==> config.mk <==
export PLATFORM = sky130hd
export DESIGN_NAME = uart_tx_fifo_flat
export DESIGN_NICKNAME = d
export VERILOG_FILES = /design/src/rtl/uart_tx_fifo_if.sv /design/src/rtl/uart_tx_fifo.sv /design/src/flat_wrapper.sv
export SDC_FILE = /design/constraint.sdc
export NUM_CORES = 1
export LEC_CHECK = 0
export BUFFER_PORTS_ARGS = -buffer_cell sky130_fd_sc_hd__clkbuf_2
export CAP_MARGIN = 20
export CORE_UTILIZATION = 55
export CTS_BUF_LIST = sky130_fd_sc_hd__clkbuf_4
export CTS_CLUSTER_DIAMETER = 120
export DETAILED_ROUTE_END_ITERATION = 6
export PLACE_DENSITY = 0.76
export SETUP_SLACK_MARGIN = 0.5
export SYNTH_ARGS = -nofsm -noshare
export SYNTH_HDL_FRONTEND = slang
export SYNTH_SLANG_ARGS = --single-unit
==> constraint.sdc <==
create_clock -name clk -period 2.66 [get_ports clk]
set_input_delay 0.266 -clock clk [delete_from_list [all_inputs] [get_ports clk]]
set_output_delay 0.266 -clock clk [all_outputs]
set_load 0.03 [all_outputs]
==> src/rtl/uart_tx_fifo_if.sv <==
// rtl/uart_tx_fifo_if.sv - producer-facing handshake and serial line bundle for uart_tx_fifo
interface uart_tx_fifo_if #(
   parameter int DATA_BITS  = 8,
   parameter int FIFO_DEPTH = 4
);
   logic [DATA_BITS-1:0]               tx_byte;
   logic                               send;
   logic                               ready;
   logic                               busy;
   logic [$clog2(FIFO_DEPTH+1)-1:0]    fifo_level;
   logic                               tx_bits;

   modport master (
      output tx_byte, send,
      input  ready, busy, fifo_level, tx_bits
   );

   modport slave (
      input  tx_byte, send,
      output ready, busy, fifo_level, tx_bits
   );
endinterface

==> src/rtl/uart_tx_fifo.sv <==
// rtl/uart_tx_fifo.sv - UART serialiser with transmit FIFO, optional parity and back-to-back frames
module uart_tx_fifo #(
   parameter int DATA_BITS  = 8,
   parameter int STOP_BITS  = 1,
   parameter int PARITY     = 0,
   parameter int CLK_RATE   = 12000000,
   parameter int BAUD_RATE  = 9600,
   parameter int FIFO_DEPTH = 4
) (
   input  logic           clk,
   input  logic           rst_n,
   uart_tx_fifo_if.slave  bus
);
   localparam int BIT_CYCLES = CLK_RATE / BAUD_RATE;
   localparam int TW = $clog2(BIT_CYCLES);
   localparam int PW = $clog2(FIFO_DEPTH);
   localparam int LW = $clog2(FIFO_DEPTH + 1);
   localparam int CW = $clog2(DATA_BITS);
   localparam logic [TW-1:0] TIMER_RELOAD = TW'(BIT_CYCLES - 1);
   localparam logic          PARITY_ODD   = (PARITY == 2);

   // Bad parameter combinations stop elaboration instead of producing a broken line format.
   if (PARITY < 0 || PARITY > 2) begin : g_bad_parity
      $error("uart_tx_fifo: PARITY must be 0 (none), 1 (even) or 2 (odd)");
   end
   if (DATA_BITS < 5 || DATA_BITS > 9) begin : g_bad_data_bits
      $error("uart_tx_fifo: DATA_BITS must be in 5..9");
   end
   if (STOP_BITS < 1 || STOP_BITS > 2) begin : g_bad_stop_bits
      $error("uart_tx_fifo: STOP_BITS must be 1 or 2");
   end
   if (BIT_CYCLES < 2) begin : g_bad_baud
      $error("uart_tx_fifo: CLK_RATE/BAUD_RATE must be at least 2");
   end
   if (FIFO_DEPTH < 2 || (FIFO_DEPTH & (FIFO_DEPTH - 1)) != 0) begin : g_bad_depth
      $error("uart_tx_fifo: FIFO_DEPTH must be a power of two and at least 2");
   end

   typedef enum logic [2:0] {
      S_IDLE,
      S_START,
      S_DATA,
      S_PARITY,
      S_STOP
   } state_t;

   state_t                state;
   logic [TW-1:0]         timer;
   logic [CW-1:0]         bit_cnt;
   logic [DATA_BITS-1:0]  shift_reg;
   logic                  parity_bit;
   logic                  tx_q;

   logic [DATA_BITS-1:0]  mem [FIFO_DEPTH];
   logic [PW-1:0]         wr_ptr;
   logic [PW-1:0]         rd_ptr;
   logic [LW-1:0]         count;

   logic                  full;
   logic                  empty;
   logic                  push;
   logic                  pop;
   logic                  strobe;
   logic                  last_stop;
   logic [DATA_BITS-1:0]  head;
   logic                  head_parity;

   assign full        = (count == LW'(FIFO_DEPTH));
   assign empty       = (count == '0);
   assign push        = bus.send && !full;
   assign strobe      = (timer == '0);
   assign last_stop   = (state == S_STOP) && strobe && (bit_cnt == CW'(STOP_BITS - 1));
   // A frame is loaded either from idle or straight out of the final stop bit.
   assign pop         = !empty && ((state == S_IDLE) || last_stop);
   assign head        = mem[rd_ptr];
   assign head_parity = (^head) ^ PARITY_ODD;

   assign bus.ready      = !full;
   assign bus.busy       = (state != S_IDLE) || (count != '0);
   assign bus.fifo_level = count;
   assign bus.tx_bits    = tx_q;

   // FIFO storage: written on an accepted send, contents never need clearing.
   always_ff @(posedge clk) begin
      if (push) begin
         mem[wr_ptr] <= bus.tx_byte;
      end
   end

   // FIFO pointers and occupancy; pointers wrap naturally since the depth is a power of two.
   always_ff @(posedge clk) begin
      if (!rst_n) begin
         wr_ptr <= '0;
         rd_ptr <= '0;
         count  <= '0;
      end else begin
         if (push) begin
            wr_ptr <= wr_ptr + PW'(1);
         end
         if (pop) begin
            rd_ptr <= rd_ptr + PW'(1);
         end
         case ({push, pop})
            2'b10:   count <= count + LW'(1);
            2'b01:   count <= count - LW'(1);
            default: count <= count;
         endcase
      end
   end

   // Frame sequencer: tx_q is loaded with the value of the next bit at each bit boundary.
   always_ff @(posedge clk) begin
      if (!rst_n) begin
         state      <= S_IDLE;
         timer      <= TIMER_RELOAD;
         bit_cnt    <= '0;
         shift_reg  <= '0;
         parity_bit <= 1'b0;
         tx_q       <= 1'b1;
      end else begin
         case (state)
            S_IDLE: begin
               timer <= TIMER_RELOAD;
               tx_q  <= 1'b1;
               if (!empty) begin
                  shift_reg  <= head;
                  parity_bit <= head_parity;
                  state      <= S_START;
                  tx_q       <= 1'b0;
               end
            end
            S_START: begin
               if (strobe) begin
                  timer     <= TIMER_RELOAD;
                  state     <= S_DATA;
                  tx_q      <= shift_reg[0];
                  shift_reg <= shift_reg >> 1;
                  bit_cnt   <= '0;
               end else begin
                  timer <= timer - TW'(1);
               end
            end
            S_DATA: begin
               if (strobe) begin
                  timer <= TIMER_RELOAD;
                  if (bit_cnt == CW'(DATA_BITS - 1)) begin
                     bit_cnt <= '0;
                     if (PARITY != 0) begin
                        state <= S_PARITY;
                        tx_q  <= parity_bit;
                     end else begin
                        state <= S_STOP;
                        tx_q  <= 1'b1;
                     end
                  end else begin
                     tx_q      <= shift_reg[0];
                     shift_reg <= shift_reg >> 1;
                     bit_cnt   <= bit_cnt + CW'(1);
                  end
               end else begin
                  timer <= timer - TW'(1);
               end
            end
            S_PARITY: begin
               if (strobe) begin
                  timer   <= TIMER_RELOAD;
                  state   <= S_STOP;
                  tx_q    <= 1'b1;
                  bit_cnt <= '0;
               end else begin
                  timer <= timer - TW'(1);
               end
            end
            S_STOP: begin
               if (strobe) begin
                  timer <= TIMER_RELOAD;
                  if (bit_cnt == CW'(STOP_BITS - 1)) begin
                     bit_cnt <= '0;
                     if (!empty) begin
                        shift_reg  <= head;
                        parity_bit <= head_parity;
                        state      <= S_START;
                        tx_q       <= 1'b0;
                     end else begin
                        state <= S_IDLE;
                        tx_q  <= 1'b1;
                     end
                  end else begin
                     bit_cnt <= bit_cnt + CW'(1);
                  end
               end else begin
                  timer <= timer - TW'(1);
               end
            end
            default: begin
               state <= S_IDLE;
               timer <= TIMER_RELOAD;
               tx_q  <= 1'b1;
            end
         endcase
      end
   end
endmodule
==> src/flat_wrapper.sv <==
// flat-port wrapper written by rule: the top's interface ports become plain ports
module uart_tx_fifo_flat 
#(
   parameter int DATA_BITS  = 8,
   parameter int STOP_BITS  = 1,
   parameter int PARITY     = 0,
   parameter int CLK_RATE   = 12000000,
   parameter int BAUD_RATE  = 9600,
   parameter int FIFO_DEPTH = 4
)
  (clk, rst_n, bus_tx_byte, bus_send, bus_ready, bus_busy, bus_fifo_level, bus_tx_bits);
  uart_tx_fifo_if #(.DATA_BITS(DATA_BITS), .FIFO_DEPTH(FIFO_DEPTH)) bus_i ();
  input  logic clk;
  input  logic rst_n;
  input wire logic [$bits(bus_i.tx_byte)-1:0] bus_tx_byte;
  input wire logic [$bits(bus_i.send)-1:0] bus_send;
  output wire logic [$bits(bus_i.ready)-1:0] bus_ready;
  output wire logic [$bits(bus_i.busy)-1:0] bus_busy;
  output wire logic [$bits(bus_i.fifo_level)-1:0] bus_fifo_level;
  output wire logic [$bits(bus_i.tx_bits)-1:0] bus_tx_bits;
  assign bus_i.tx_byte = bus_tx_byte;
  assign bus_i.send = bus_send;
  assign bus_ready = bus_i.ready;
  assign bus_busy = bus_i.busy;
  assign bus_fifo_level = bus_i.fifo_level;
  assign bus_tx_bits = bus_i.tx_bits;
  uart_tx_fifo #(.DATA_BITS(DATA_BITS), .STOP_BITS(STOP_BITS), .PARITY(PARITY), .CLK_RATE(CLK_RATE), .BAUD_RATE(BAUD_RATE), .FIFO_DEPTH(FIFO_DEPTH)) u_core (.clk(clk), .rst_n(rst_n), .bus(bus_i));
endmodule
==> reports/metrics.cfg <==
[layout]
utilization_pct = 68.29
largest_reg_flops = 32
final_nets = 303
drive_above_1_share_pct = 31.01
antenna_cells = 0
syn2layout_area_growth_pct = 17.79
fin_area_um2 = 3555

[clock_tree]
ctsHoldBuffers = 0
clk_pin_slew_ps = 110
htree_levels = 3
cts_tree = done
clock-root-buffer = clkbuf_4
clock_sinks = 67
insertion_delay_ps = 410
clockBufferDepth = 2
cts-buffers-inserted = 9

[placement]
port_buffers = 16
dpl_cell_area_um2 = 3186
dp_hpwl_um = 3465
gp_congestion = 0.7727
dpl_worst_slack_ps = -109.2

[critical_path]
worstPathMaxFanout = 2
setup.worst_path.start = u_core.bit_cnt[0]
cp-end-kind = flip-flop
start_kind = flip-flop
timing.rr.start = u_core.bit_cnt[0]
critPathArrivalTime_ps = 2960
crit_required_ps = 3000
crit_type = flip-flop to flip-flop

[grt]
grtUsageTotal_pct = 20.02
first_global_vias = 1959
antenna_found_initial = 0
grt_util_met3_pct = 4.671
grt.met1_usage_pct = 25.74
grt_pass1_wl_um = 8914
grt_overflow = 0
grtUsageMet2_pct = 32.00
grt_max_degree = 28
busiest_layer = met2

[sta]
hold_viol_final = 0
finalClockSkew_ps = 16.66
rsz0062_at_grt = true
period_needed_ps = 2625
setup_ws_ps = 34.52
setup_tns_ps = 0
min_period_over_period_pct = 98.70
drv_slew = 0
fmaxAchievable_ghz = 0.3809
setup_viol = 0
relSlewSlack_pct = 64.85
worstMarginPinSlew_ps = 527.2

[floorplan]
core-area_um2 = 5205
dieWidth_um = 76.08
num_rows = 26
die-area_um2 = 5787
die_y_um = 76.08
start_util_pct = 57.98
ioPinCount = 17

[synth]
yosysSeqAreaShare_pct = 55.06
syn-cell-area_um2 = 3018
syn_inst = 248
ys_ff_latch = 67
synth_edf_count = 32
synth_nets = 269
ys_types = 47
yosysTopAreaCell = edfxtp_1
ys_top_cells_by_area = edfxtp_1, dfxtp_1, mux4_2, ha_1, mux2i_1
yosys_warnings = 0
synth_ff_type = dfxtp_1
synthDominantCellAreaShare_pct = 31.84
async_flop_share_pct = 0
avgSynthCellArea_um2 = 12.17

[power_and_ir_drop]
powerDensity_nw_per_um2 = 1175
p_leak_uw = 0.001401
finalPower_uw = 4178
peakVddDrop_v = 0.0008188

[detailed_routing]
ant_nets = 0
vias = 1965
drc = 0
via_per_inst = 5.504
first_pass_iters = 4
wl_um = 5329
first_iter_violations = 133
wl_per_cell_um = 14.93

[hold_path]
min_from = bus_tx_byte[6]
holdCritPathClass = input port to flip-flop

[outcome]
status = finished, final reports clean

[run]
cap_violations = 0

==> what timing repair did <==
item                       in CTS  in global routing
cloned                          0                  1
setup buffers                   7                  4
resized for setup              15                 18
setup endpoints to repair      13                 19
pin swaps                       5                  5
==> cells in the mapped netlist (3+ instances only) <==
library cell / n
dfxtp_1: 35
edfxtp_1: 32
nand2_1: 20
inv_1: 12
nor2_1: 11
ha_1: 9
mux2i_1: 9
xnor2_1: 9
and2_1: 8
mux4_2: 8
o211a_1: 8
clkbuf_1: 7
or3_1: 7
and3_1: 6
o21ai_0: 5
a21oi_1: 4
o31ai_1: 4
xor2_1: 4
nand2b_1: 3
nand3_1: 3
nor2b_1: 3
nor3_1: 3
o21a_1: 3
==> final timing paths <==
kind / cells past startpoint / slack [ps] / to
hold / removal: 1 / 70 / u_core.mem[0][6]
setup reg to reg: 11 / 30 / u_core.bus.fifo_level[2]
setup / recovery: 11 / 30 / u_core.bus.fifo_level[2]
hold reg to reg: 2 / 490 / u_core.bus.tx_bits
==> power breakdown <==
| group | switching, uW | internal, uW |
|---|---|---|
| registers | 162 | 1270 |
| logic | 1050 | 1070 |
| clock network | 342 | 290 |
==> layout by cell type, fill, tap and decap left out, drive strengths merged, types with 4 or more instances in the layout <==
| master | count |
|---|---|
| xor2 | 4 |
| ha | 9 |
| nor2 | 11 |
| or3 | 7 |
| clkbuf | 27 |
| and3 | 6 |
| a21boi | 4 |
| mux4 | 8 |
| clkinv | 5 |
| edfxtp | 32 |
| and2 | 8 |
| dfxtp | 35 |
| o21ai | 5 |
| buf | 19 |
| mux2i | 9 |
| nand2 | 20 |
| o211a | 8 |
| o31ai | 4 |
| inv | 12 |
| a21oi | 4 |
| xnor2 | 9 |
==> routing by layer <==
metal  wire (um)  up-vias  part of all wire [%]
li1            -      977                     -
met1        2524      947                    47
met2        2543       30                    48
met3         151       11                   2.8
met4         110        0                   2.1
met5           0        -                     0
==> layout make-up <==
| cell class | instances | area, um2 |
|---|---|---|
| inverters | 12 | 45.04 |
| clock buffers | 10 | 75.07 |
| multi-input cells | 156 | 1356 |
| well taps | 70 | 87.58 |
| flip-flops and latches | 67 | 1667 |
| clock inverters | 6 | 56.30 |
| fillers | 377 | 1650 |
| repair buffers | 36 | 267.8 |
==> metrics by stage <==
| step | hold slack [ps] | instances |
|---|---|---|
| after floorplan | 364.9 | 248 |
| after global placement | 389.5 | 329 |
| after detailed placement | 407.2 | 329 |
| after CTS | 53.57 | 352 |
| after global routing | 55.31 | 357 |
| final | 74.90 | 357 |
==> cell families (layout without fill, tap and decap cells) <==
family	after synthesis	in the layout	synth area share, %
AND/OR/NAND/NOR	80	80	14.93
flip-flops	67	67	55.06
AO/OA/AOI/OAI	36	36	9.204
buffers and inverters	25	64	3.690
multiplexers	17	17	8.955
XOR/XNOR	13	13	3.773
adder cells (fa/ha/maj)	10	10	4.395
==> critical path, cell delays in order (launching register included) <==
cell	delay, ps
dfxtp_2	350
inv_2	60
ha_4	130
or4b_4	470
nor4_4	190
o211a_1	250
ha_4	160
inv_2	30
fa_2	320
xor2_1	150
or3_1	320
a21boi_1	120
Note: power is estimated with default switching activity, not from simulation.
